## config.mk

```make
export PLATFORM = sky130hd
export DESIGN_NAME = idex_latch
export DESIGN_NICKNAME = d
export VERILOG_FILES = /design/src/rtl/idex_latch.sv
export SDC_FILE = /design/constraint.sdc
export NUM_CORES = 1
export LEC_CHECK = 0
export BUFFER_PORTS_ARGS = -buffer_cell sky130_fd_sc_hd__buf_2
export CAP_MARGIN = 20
export CORE_AREA = 2 2 159 161
export DETAILED_ROUTE_END_ITERATION = 10
export DIE_AREA = 0 0 161 163
export SETUP_SLACK_MARGIN = 0.15
export SLEW_MARGIN = 10
export SYNTH_ARGS = -nofsm -noshare
export SYNTH_HDL_FRONTEND = slang
export SYNTH_SLANG_ARGS = --single-unit
```

## constraint.sdc

```tcl
create_clock -name CLK -period 3.64 [get_ports CLK]
set_input_delay 0.364 -clock CLK [delete_from_list [all_inputs] [get_ports CLK]]
set_output_delay 0.364 -clock CLK [all_outputs]
set_load 0.02 [all_outputs]
```

## src/rtl/idex_latch.sv

```systemverilog
// ID/EX pipeline register with load-use bubble insertion, memory-stall hold,
// branch/jump flush and halt freeze.
module idex_latch #(
  parameter int CNT_W = 32
) (
  input  logic             CLK,
  input  logic             RST,
  input  logic             mem_stall,
  input  logic             flush,
  input  logic             d_valid,
  input  logic             d_uses_rt,
  input  logic [5:0]       d_op,
  input  logic [5:0]       d_funct,
  input  logic [3:0]       d_alu_op,
  input  logic [1:0]       d_RdOrRtOr31,
  input  logic [1:0]       d_pcmode,
  input  logic [1:0]       d_memOp,
  input  logic             d_regWEN,
  input  logic             d_extType,
  input  logic             d_immorRt,
  input  logic             d_iREN,
  input  logic             d_dREN,
  input  logic             d_dWEN,
  input  logic             d_halt,
  input  logic [4:0]       d_rs,
  input  logic [4:0]       d_rt,
  input  logic [4:0]       d_rd,
  input  logic [31:0]      d_rdat1,
  input  logic [31:0]      d_rdat2,
  input  logic [31:0]      d_pc,
  input  logic [15:0]      d_imm,
  input  logic [25:0]      d_jaddr,
  output logic [5:0]       e_op,
  output logic [5:0]       e_funct,
  output logic [3:0]       e_alu_op,
  output logic [1:0]       e_RdOrRtOr31,
  output logic [1:0]       e_pcmode,
  output logic [1:0]       e_memOp,
  output logic             e_regWEN,
  output logic             e_extType,
  output logic             e_immorRt,
  output logic             e_iREN,
  output logic             e_dREN,
  output logic             e_dWEN,
  output logic             e_halt,
  output logic [4:0]       e_rs,
  output logic [4:0]       e_rt,
  output logic [4:0]       e_rd,
  output logic [31:0]      e_rdat1,
  output logic [31:0]      e_rdat2,
  output logic [31:0]      e_pc,
  output logic [15:0]      e_imm,
  output logic [25:0]      e_jaddr,
  output logic             e_valid,
  output logic             lu_stall,
  output logic             halted,
  output logic [CNT_W-1:0] bubble_cnt
);

  localparam int BW = 182;

  // The whole bundle is handled as one word so a bubble is a single clear.
  logic [BW-1:0] d_word;
  logic [BW-1:0] e_word;
  logic [4:0]    ldst;
  logic          hazard;

  assign d_word = {d_op, d_funct, d_alu_op, d_RdOrRtOr31, d_pcmode, d_memOp,
                   d_regWEN, d_extType, d_immorRt, d_iREN, d_dREN, d_dWEN, d_halt,
                   d_rs, d_rt, d_rd, d_rdat1, d_rdat2, d_pc, d_imm, d_jaddr};

  assign {e_op, e_funct, e_alu_op, e_RdOrRtOr31, e_pcmode, e_memOp,
          e_regWEN, e_extType, e_immorRt, e_iREN, e_dREN, e_dWEN, e_halt,
          e_rs, e_rt, e_rd, e_rdat1, e_rdat2, e_pc, e_imm, e_jaddr} = e_word;

  always_comb begin
    ldst = 5'd0;
    case (e_RdOrRtOr31)
      2'b00:   ldst = e_rd;
      2'b01:   ldst = e_rt;
      2'b10:   ldst = 5'd31;
      default: ldst = 5'd0;
    endcase
  end

  assign hazard = e_valid && e_dREN && d_valid && (ldst != 5'd0) &&
                  ((d_rs == ldst) || (d_uses_rt && (d_rt == ldst)));

  // Any hold or flush already covers the hazard, so no stall is requested.
  assign lu_stall = hazard && !mem_stall && !flush && !halted;

  always_ff @(posedge CLK) begin
    if (RST) begin
      e_word     <= '0;
      e_valid    <= 1'b0;
      halted     <= 1'b0;
      bubble_cnt <= '0;
    end else if (!halted && !mem_stall) begin
      if (flush) begin
        e_word  <= '0;
        e_valid <= 1'b0;
      end else if (lu_stall) begin
        e_word  <= '0;
        e_valid <= 1'b0;
        if (bubble_cnt != '1) bubble_cnt <= bubble_cnt + CNT_W'(1);
      end else if (d_valid) begin
        e_word  <= d_word;
        e_valid <= 1'b1;
        if (d_halt) halted <= 1'b1;
      end else begin
        e_word  <= '0;
        e_valid <= 1'b0;
      end
    end
  end

endmodule

```

* Word level (Yosys, flattened, before mapping) *
Index checks and enable logic that the tools add are counted.

operators by class
  magnitude comparators = 0
  bitwise operators = 2
  $mul = 0
  divide/modulo/power cells = 0
  $add $sub $neg = 1
  multiplexer cells = 7
  reduce and logical (&&, ||, !) cells = 17
  equality and inequality tests = 5
  shifts and indexed selects = 0

operator list
  kind                                                             number
  182-bit two-way mux                                              3
  32-bit by 1-bit adder with 32-bit output, second input constant  1
  32-bit != test, second input constant                            1
  5-bit case mux with 3 select lines                               1
  5-bit == test                                                    2
  1-bit logical AND                                                9
  5-bit AND reduction                                              1
  5-bit nonzero test                                               1
  4-bit AND reduction                                              1
  1-bit logical NOT                                                3
  1-bit two-way mux                                                3
  2-bit by 1-bit == test with 1-bit output, second input constant  1
  2-bit == test, second input constant                             1
  2-bit logical NOT                                                1
  1-bit inverter                                                   2
  1-bit logical OR                                                 1

storage, ports and cells
  output and inout port bits = 217
  bits of input ports = 188
  bits in read-only memories = 0
  memories = 0
  bits in registers = 216
  bits in latches = 0
  bits in writable memories = 0
  word-level logic and storage cells = 36

* Depth between registers and ports, before layout *
Gate-level depths: netlist of the first run.

  word-level depth = 11
  depth in mapped cells = 11
  gate-level depth less buffers = 8

* Worst setup path after synthesis of the first run *
Ideal clock, no wire load.

  kind = register -> register
  start = reg bubble_cnt[0]
  end = reg bubble_cnt[28]
  data required time = 3570 ps
  stages on the path, launching flop included = 10
  arrival time = 2395 ps
  library setup time = 70 ps
  slack = 1174 ps
  clock period less this slack = 2466 ps
  buffers on the path = 1
  path through = dfxtp_1 -> ha_1 -> and3_1 -> nand3_2 -> nand2b_4 -> buf_6 -> or2_1 -> or3_1 -> or4_1 -> a21oi_1

between the ends
  longest elaborated chain between the ends = 2
  elaborated cells between the ends (all ways) = 3
  those cells by class = add/sub (1); eq/ne (1); reduce/logical (1)

ends and longest elaborated chain
  what                                                                              RTL line  RTL
  start, declared                                                                   57        output logic [CNT_W-1:0] bubble_cnt
  start signal, assigned                                                            105       if (bubble_cnt != '1) bubble_cnt <= bubble_cnt + CNT_W'(1);
  branches (longest 2 deep; another with 32-bit by 1-bit adder with 32-bit output)  -

Several ways; the timed one is not identified.
A chain may end at the register's enable or synchronous reset.

* Worst setup path after layout of the first run *
  start = reg e_word[164]
  end = out lu_stall

between the ends
  longest elaborated chain between the ends = 9
  elaborated cells between the ends (all ways) = 14
  those cells by class = eq/ne (4); mux (1); reduce/logical (9)

ends and longest elaborated chain
  what                                   RTL line  RTL
  start, declared                        64        logic [BW-1:0] e_word;
  start signal, assigned                 107       e_word <= d_word;
  2-bit == test (tied with other cells)  78        case (e_RdOrRtOr31)
  5-bit case mux with 3 select lines *   78
  5-bit == test                          87        ((d_rs == ldst) || (d_uses_rt && (d_rt == ldst)));
  1-bit logical AND                      87
  1-bit logical OR                       87
  1-bit logical AND *                    86        assign hazard = e_valid && e_dREN && d_valid && (ldst != 5'd0) &&
  1-bit logical AND * (3 in series)      90        assign lu_stall = hazard && !mem_stall && !flush && !halted;
  end, declared                          55        output logic lu_stall,

Mark *: on every way between the ends. The rest lies on a longest branch, timed or not.

==> results by stage, run 1 <==
Global route:
- The leftover overflow at the end of global routing is 0.
- The number of global-route vias before repair is 6433.
- The initial antenna violation count is 1.
- Entering global routing, the biggest net connects 97 pins.
- The overall global routing resource usage is 16.5%.
- The first-pass GRT wire length is ~35000 um.

Clocking:
- TritonCTS built the clock tree.
- In this run, post-CTS repair resized a total of 0 instances.
- The number of setup buffers added after CTS is 0.
- No sink is reached through more buffers than the 3 on the longest clock path.
- The worst-skew pair later-pin latency is 510 ps.
- The count of H-tree levels built during CTS is 1.
- The post-CTS clock slew at the launch and capture registers of the worst setup and hold paths is 60 ps.
- The tree is rooted in a sky130_fd_sc_hd__clkbuf_16.
- The total CTS buffers is 24.
- The number of hold buffers added after CTS was 0.
- Counting every sink on the clock net gives 216.

Setup path:
- The startpoint type of the worst setup path is a flip-flop.
- The endpoint of the worst setup timing path is lu_stall.
- The startpoint of the worst setup timing path is e_word[164]$_SDFFE_PP0P_.
- The endpoint identified for the worst register-to-register timing path is e_word[19]$_SDFFE_PP0P_.
- The start of the worst register-to-register path is e_word[165]$_SDFFE_PP0P_.
- The worst reg-to-reg setup slack is 610 ps.
- The data arrival time of the critical path is 2700 ps.
- The required time at the worst-slack endpoint is between 3000 and 4000 ps.
- STA classifies the critical path endpoint as an output port.
- The worst setup path is of the reg -> out kind.
- Along the worst path, the maximum fanout reaches 11.
- The worst reg-to-reg path cell count is 8.

Placed design:
- The congestion estimate from routability-driven global placement came to between 0.7 and 0.8.
- The port buffer count is between 400 and 500.
- The placed wire-length estimate is approximately 17000 um.
- After detailed placement, the total cell area comes to 10000 um^2.
- The post-placement setup slack is 626 ps.

Yosys:
- The register area share after synthesis is 55.1%.
- When the netlist entered floorplanning its net count stood at 861.
- After synthesis, the mean cell area works out to 11.7 um^2.
- The post-synth design cell area is 7850 um^2.
- The primary flip-flop cell chosen by synthesis mapping is sky130_fd_sc_hd__dfxtp_1.
- The cell count after synthesis is 672.
- Synthesis inferred around 220 register bits.
- The Yosys warning count is 0.
- For this run, asynchronously set or reset flops after synthesis account for 0%.
- The synthesized netlist contains 55 unique library cells.
- The number of enable flip-flop cells after synthesis is 0.

Timing:
- The post-layout minimum cycle time is a little over 3000 ps.
- Once routing completed, OpenROAD measured the worst setup slack at a little under 600 ps.
- At the pin with the least slew margin, the transition time is 852 ps.
- The worst relative slew slack is a little over two fifths.
- In the final timing run, aggregate negative setup slack is 0 ps.
- Setup violations remaining at the end of the flow were counted as 0.
- The setup skew after layout is 13.8 ps.
- The hold violation total from the final report came to 0.
- The top achievable clock speed is between 300 and 400 MHz.
- The final-report max-slew violation count was 0.
- Setup repair after global routing left no endpoint under its margin.
- The part of the cycle the worst path needs is a little over four fifths.

Drt:
- The final routed DRC violation total is 0.
- Dividing the detail-routed wire length by the instance count gives 16.7 um.
- The total wire length after detailed routing is roughly 23000 um.
- The overall via count from detail_route is 6893.
- In the routed layout, each cell is associated on average with a via count of 4.92.
- The count of nets left with antenna violations once routing finished came out at 0.
- The first-iteration detailed-routing DRC count is 564.
- The first TritonRoute pass finished after 4 iterations.

Layout:
- The layout net count is around 1200.
- With fillers left out, the area of the finished cells amounts to 10800 um^2.
- The most common cell after layout, fill and taps aside is sky130_fd_sc_hd__buf_2.
- Cells with a size suffix above 1 make up a little under half of the layout.
- Leaving out fill and tap cells, the most frequent cells in the layout are sky130_fd_sc_hd__buf_2, sky130_fd_sc_hd__dfxtp_1, sky130_fd_sc_hd__a22o_1.
- The diode insertion count for antenna repair is 0.
- The utilization after layout is 43.7%.
- The filler cell count in the final layout is roughly 2400.
- From synthesis to final layout, the design area changed by 37.5%.

Pwr:
- The leakage power of the design is 5.15 nW.
- The power per cell area is 484 nW/um^2.
- The largest voltage drop on the vdd net is 0.306 mV.
- Total power for the finished layout comes to 0.00522 W.

Worst hold path:
- The source of the worst hold timing path is d_rdat1[13].
- The number of cells traversed by the worst hold path is 2.
- The min-delay analysis places its worst path in the category in -> reg.

Floorplan:
- The row count is 58.
- The die covers 26200 um^2.
- The total core area is 24700 um^2.
- The vertical die dimension is around 160 um.
- The die span in x is around 160 um.
- The I/O pin count is 405.
- For this configuration, the core starts out at a cell density of 31.8%.

Status:
- The flow ran to the end, and the final reports show no timing, DRC or antenna violations.

Job:
- The count of max-cap constraint violations is 0.
==> layout make-up <==
cell class,instances,area (um^2),share of cell area [%]
sequential,216,4320,40.1
clock inverter,8,82.6,0.765
multi-input combinational,392,3110,28.8
inverter,5,18.8,0.174
timing repair buffer,414,2130,19.8
tap,330,413,3.83
clock buffer,35,712,6.60
==> where the power goes <==
part           switching [W]  internal, W
Clock               0.000962      0.00143
Combinational       0.000220     0.000167
Sequential         0.0000297      0.00242
==> registers in the layout (all words and copies together) (netlist names) <==
signal      cells
e_valid         1
bubble_cnt     32
e_word        182
halted          1
==> worst max-delay path: stages, from the launching register on <==
cell and delay [ps]:
sky130_fd_sc_hd__dfxtp_1 720, sky130_fd_sc_hd__nand2b_4 160, sky130_fd_sc_hd__o22ai_4 230, sky130_fd_sc_hd__xnor2_1 180
sky130_fd_sc_hd__nand2_1 60, sky130_fd_sc_hd__or4_1 500, sky130_fd_sc_hd__o41ai_1 80, sky130_fd_sc_hd__buf_2 240
==> worst min-delay path by stage <==
stage | endpoint
finish | e_word[119]$_SDFFE_PP0P_
global route | e_word[71]$_SDFFE_PP0P_
CTS | e_word[109]$_SDFFE_PP0P_
detailed placement | e_word[85]$_SDFFE_PP0P_
global placement | e_word[9]$_SDFFE_PP0P_
floorplan | e_word[0]$_SDFFE_PP0P_
==> cell families (layout without fill, tap and decap cells) <==
family	after synthesis	count (layout)	synth area share (%)
muxes	12	12	1.75
buffers and inverters	64	462	5.48
adders and majority gates	1	1	0.159
and+or+nand+nor	135	135	11.0
xor gates and xnor gates	9	9	1.10
DFF	216	216	55.1
AOI/OAI and AO/OA	235	235	25.4
==> per-layer routing <==
layer	track usage, %	part of all wire [%]
met1	21.7	43
met2	25.9	46
met3	4.41	7.9
met4	5.97	2.7
met5	0	0.056
==> metrics by stage <==
step | std cells | hold slack, ps
6_report | 1400 | 53.3
5_1_grt | 1400 | 38.4
4_1_cts | 1400 | 24.7
3_5_place_dp | 1357 | 458
3_3_place_gp | 1357 | 455
2_1_floorplan | 672 | 490
==> synth_stat cells (all sizes together) (2+ instances only) <==
cell,number,area share (%)
dfxtp,216,55
a22o,182,20
buf,32,4.0
clkbuf,27,1.3
nor2,26,1.4
a21oi,21,1.4
or4,17,1.6
o31ai,16,1.5
nand2,13,0.62
mux2,11,1.6
nand3,11,0.77
nand4,11,0.96
nor4,11,1.1
nor2b,10,0.80
nand2b,7,0.75
nor3,6,0.51
or3,6,0.48
inv,5,0.24
xnor2,5,0.56
nor4b,4,0.80
o22ai,4,0.83
xor2,4,0.54
and3,3,0.24
and4,3,0.33
nor3b,3,0.29
o21ai,3,0.19
a21o,2,0.19
(Power assumes the default switching activity.)
==> inputs of run 2 (changes only) <==
Settings changed: ABC_AREA set to 1, CORE_AREA 2 2 159 161 to 2 2 156 158, DIE_AREA 0 0 161 163 to 0 0 158 160, PLACE_DENSITY set to 0.68.
Clock period 3.64 ns to 2.6 ns, I/O delays scaled along.
==> results by stage, run 2 <==
Layout:
- The filler cell count in the final layout is 2293 (was 2392).
- Registers with the most flip-flops: e_word: 182 flops, bubble_cnt: 32 flops (unchanged).
- The utilization after layout is 52.4% (was 43.7%).
- The number of cells in the finished layout apart from fillers is 1942 (was 1400).
- The layout net count is 1791 (was 1242).
- The most common cell after layout, fill and taps aside was sky130_fd_sc_hd__buf_2 (unchanged).
- The number of flip-flops under the largest register name came to 182 (unchanged).
- The area used by sequential logic in the layout is 4330 um^2 (was 4320 um^2).
- The share of layout cells above drive strength 1 is 30.1% (was 45.4%).
- The layout-stage area growth over the synthesis result is 43.8% (was 37.5%).
- Most frequent cells in the layout: sky130_fd_sc_hd__buf_2, sky130_fd_sc_hd__nand2_1, sky130_fd_sc_hd__dfxtp_1 (was sky130_fd_sc_hd__buf_2, sky130_fd_sc_hd__dfxtp_1, sky130_fd_sc_hd__a22o_1).
- The footprint of the multi-input gates is 3840 um^2 (was 3110 um^2).
- The register with the most flip-flops is e_word (unchanged).

Floorplan:
- The row count is 57 (was 58).
- The die span in x is 158 um (was 161 um).
- The area enclosed by the die boundary came to 25300 um^2 (was 26200 um^2).
- The I/O pin count was 405 (unchanged).
- The vertical die dimension is 160 um (was 163 um).
- The total core area is 23800 um^2 (was 24700 um^2).
- The initial core utilization came to 36.4% (was 31.8%).

Yosys:
- Most used standard cells in the synthesized netlist: sky130_fd_sc_hd__nand2_1, sky130_fd_sc_hd__dfxtp_1, sky130_fd_sc_hd__nand3_1 (was sky130_fd_sc_hd__dfxtp_1, sky130_fd_sc_hd__a22o_1, sky130_fd_sc_hd__clkbuf_1).
- The area share of the largest cell type after synthesis was 49.8% (was 55.1%).
- The count of cell types in the netlist came to 28 (was 55).
- The register area share after synthesis was 49.8% (was 55.1%).
- The most instantiated library cell after synthesis is sky130_fd_sc_hd__nand2_1 (was sky130_fd_sc_hd__dfxtp_1).
- The number of nets in the synthesized netlist was 1356 (was 861).
- The post-synth design cell area is 8680 um^2 (was 7850 um^2).
- The number of enable flip-flop cells after synthesis is 0 (unchanged).
- The synthesis-stage register bit count is 216 (unchanged).
- The synthesized area per cell is 7.44 um^2 (was 11.7 um^2).
- The Yosys warning count is 0 (unchanged).
- The primary flip-flop cell chosen by synthesis mapping is sky130_fd_sc_hd__dfxtp_1 (unchanged).
- The post-synthesis async set-or-reset flop share is 0% (unchanged).
- Top cells by area in the synthesized netlist: sky130_fd_sc_hd__dfxtp_1, sky130_fd_sc_hd__nand2_1, sky130_fd_sc_hd__nand3_1, sky130_fd_sc_hd__a21oi_1, sky130_fd_sc_hd__clkbuf_1 (was sky130_fd_sc_hd__dfxtp_1, sky130_fd_sc_hd__a22o_1, sky130_fd_sc_hd__buf_6, sky130_fd_sc_hd__or4_1, sky130_fd_sc_hd__o31ai_1).
- The cell type contributing the most total cell area after synthesis is sky130_fd_sc_hd__dfxtp_1 (unchanged).
- The cell count after synthesis is 1167 (was 672).

Pwr:
- The relative contribution of the clock network to total power is 43.7% (was 45.8%).
- The sum of internal, switching and leakage power is 0.00740 W (was 0.00522 W).
- The switching power share of the total was 24.4% (was 23.2%).
- The leakage power of the design is 5.53 nW (was 5.15 nW).
- The largest voltage drop on the vdd net came to 0.452 mV (was 0.306 mV).
- The fraction of power consumed by combinational cells is 10.1% (was 7.4%).
- The internal power of the cells is 0.00559 W (was 0.00401 W).
- The part of the power in registers is 46.2% (was 46.8%).
- The net switching power is 0.00180 W (was 0.00121 W).
- The power per cell area is 593 nW/um^2 (was 484 nW/um^2).

Timing:
- The measured slew at the worst slew-check pin is 1060 ps (was 852 ps).
- The final-report max-slew violation count is 0 (unchanged).
- Setup repair after global routing missed its margin: no (unchanged).
- The post-layout minimum cycle time is 2290 ps.
- For this run, the top clock speed supported by timing is between 400 and 500 MHz.
- The count of final setup violators came to 0 (unchanged).
- The setup skew after layout is 11.8 ps (was 13.8 ps).
- The hold violation total from the final report is 0 (unchanged).
- The worst relative slew slack was 29.2% (was 43.2%).
- The final hold slack is 14.9 ps (was 53.3 ps).
- Of the available clock period, the critical path in the final layout requires 88.1%.
- The final total negative setup slack is 0 ps (unchanged).

Placed design:
- The global placer's final weighted congestion was 0.839 (was 0.800).
- The port buffer count is 404 (unchanged).
- The post-placement cell count was 1821 (was 1357).
- The placed wire-length estimate is 19200 um (was 16600 um).

Drt:
- The final routed DRC violation total came to 0 (unchanged).
- The mean number of vias per cell came to 4.98 (was 4.92).
- The total wire length after detailed routing is 30100 um (was 23400 um).
- The overall via count from detail_route is 9667 (was 6893).
- The routed length per instance is 15.5 um (was 16.7 um).
- The first-pass iteration count of the detailed router came to 7 (was 4).
- The antenna violation net count after detailed routing is 0 (unchanged).
- The first-iteration detailed-routing DRC count is 830 (was 564).

Global route:
- The number of global-route vias before repair is 8832 (was 6433).
- The first-pass GRT wire length came to 45200 um (was 35300 um).
- The maximum number of pins on one net before global-route repair is 194 (was 97).
- The initial antenna violation count is 2 (was 1).
- The overall global routing resource usage was 22.0% (was 16.5%).
- The leftover overflow at the end of global routing is 0 (unchanged).

Clocking:
- The largest buffer count on any clock path is 3 (unchanged).
- The total CTS buffers was 24 (unchanged).
- The TritonCTS clock tree was done (unchanged).
- The post-CTS clock slew at the launch and capture registers of the worst setup and hold paths was 60 ps (about the same).
- The CTS sink count is 216 (unchanged).
- The buffer cell driving the clock tree root was sky130_fd_sc_hd__clkbuf_16 (unchanged).
- The count of H-tree levels built during CTS came to 1 (unchanged).
- The worst-skew pair later-pin latency is 510 ps (about the same).

Setup path:
- The endpoint type of the worst setup path was an output port (unchanged).
- The data arrival time of the critical path came to 2030 ps (was 2700 ps).
- The startpoint type of the worst setup path is a flip-flop (unchanged).
- The highest fanout seen on the critical path is 4 (was 11).
- The required time at the worst-slack endpoint is 2340 ps (was 3280 ps).
- The class of the most critical setup path was reg -> out (unchanged).

Worst hold path:
- The class of the most critical hold timing path is in -> reg (unchanged).

Job:
- The count of max-cap constraint violations is 0 (unchanged).

Status:
- Run status: finished clean (unchanged).
[run 2: cell types whose count changed after synthesis, moves of 10 or more]
cell / delta
sky130_fd_sc_hd__buf_6: -16
sky130_fd_sc_hd__nor2_1: +37
sky130_fd_sc_hd__o21ai_0: +10
sky130_fd_sc_hd__clkbuf_1: +36
sky130_fd_sc_hd__nand3_1: +199
sky130_fd_sc_hd__inv_1: +46
sky130_fd_sc_hd__nand2_1: +268
sky130_fd_sc_hd__or4_1: -17
sky130_fd_sc_hd__nor2b_1: -10
sky130_fd_sc_hd__a21oi_1: +179
sky130_fd_sc_hd__o31ai_1: -16
sky130_fd_sc_hd__a22o_1: -182
[run 2: cells by family (layout without fill, tap and decap cells)]
kind of cell / after synthesis / in the layout / synth area share [%]
adders and majority gates: 1 / 1 / 0.144
DFF: 216 / 216 / 49.8
buffers and inverters: 139 / 587 / 7.01
other: 0 / 1 / 0
and+or+nand+nor: 591 / 593 / 30.1
xor gates and xnor gates: 5 / 5 / 0.505
AOI/OAI and AO/OA: 215 / 215 / 12.5
[run 2: cell type report]
class                           count  area share [%]
Sequential cell                   216            34.7
Clock buffer                       37            5.77
Inverter                           52            1.56
Antenna cell                        1          0.0200
Multi-Input combinational cell    814            30.7
Tap cell                          324            3.25
Timing Repair Buffer              494            23.8
Clock inverter                      4           0.221
[run 2: worst paths after layout]
kind                             from                          end  slack (ps)  cells past startpoint
max               halted$_SDFFE_PP0P_                     lu_stall         310                      8
min                            d_dWEN     e_word[154]$_SDFFE_PP0P_          10                      3
max reg2reg  e_word[165]$_SDFFE_PP0P_  bubble_cnt[21]$_SDFFE_PP0P_         340                     16
min reg2reg   e_word[82]$_SDFFE_PP0P_      e_word[82]$_SDFFE_PP0P_         460                      2
[run 2: power groups by stage]
stage          Combinational [W]  Sequential [W]  Clock [W]
6_report                0.000747         0.00342    0.00323
5_1_grt                 0.000807         0.00343    0.00345
4_1_cts                 0.000733         0.00342    0.00331
3_5_place_dp            0.000648         0.00349          0
3_3_place_gp            0.000644         0.00349          0
2_1_floorplan           0.000262         0.00358          0
[run 2: what timing repair did]
action | 4_1_cts | 5_1_grt
cloned | 1 | 2
endpoints found under the hold margin | 65 | 0
endpoints found under the setup margin | 1 | 93
buffers inserted | 6 | 5
pin swaps | 4 | 3
resized for setup | 5 | 15
hold buffers | 65 | 0
[run 2: worst max-delay path: stages, from the launching register on]
cell,delay (ps)
sky130_fd_sc_hd__dfxtp_1,320
sky130_fd_sc_hd__or2_4,270
sky130_fd_sc_hd__nor3b_4,180
sky130_fd_sc_hd__buf_4,160
sky130_fd_sc_hd__nand3_2,80
sky130_fd_sc_hd__nor2_4,190
sky130_fd_sc_hd__nand2_8,70
sky130_fd_sc_hd__inv_2,80
sky130_fd_sc_hd__buf_2,160
[run 2: routing by layer]
metal  track usage, %  vias to the layer above  wire length, um
li1                 -                     4766                -
met1             27.5                     4369            12300
met2             35.7                      422            14100
met3             4.94                      108             2250
met4             10.7                        2             1430
met5                0                        -               13
[run 2: through the flow]
step | worst slack, ps | cell area (um^2)
after global placement | 310 | 10900
after CTS | 159 | 12400
after detailed placement | 260 | 10900
final | 310 | 12500
after global routing | 149 | 12500
after floorplan | 623 | 8680
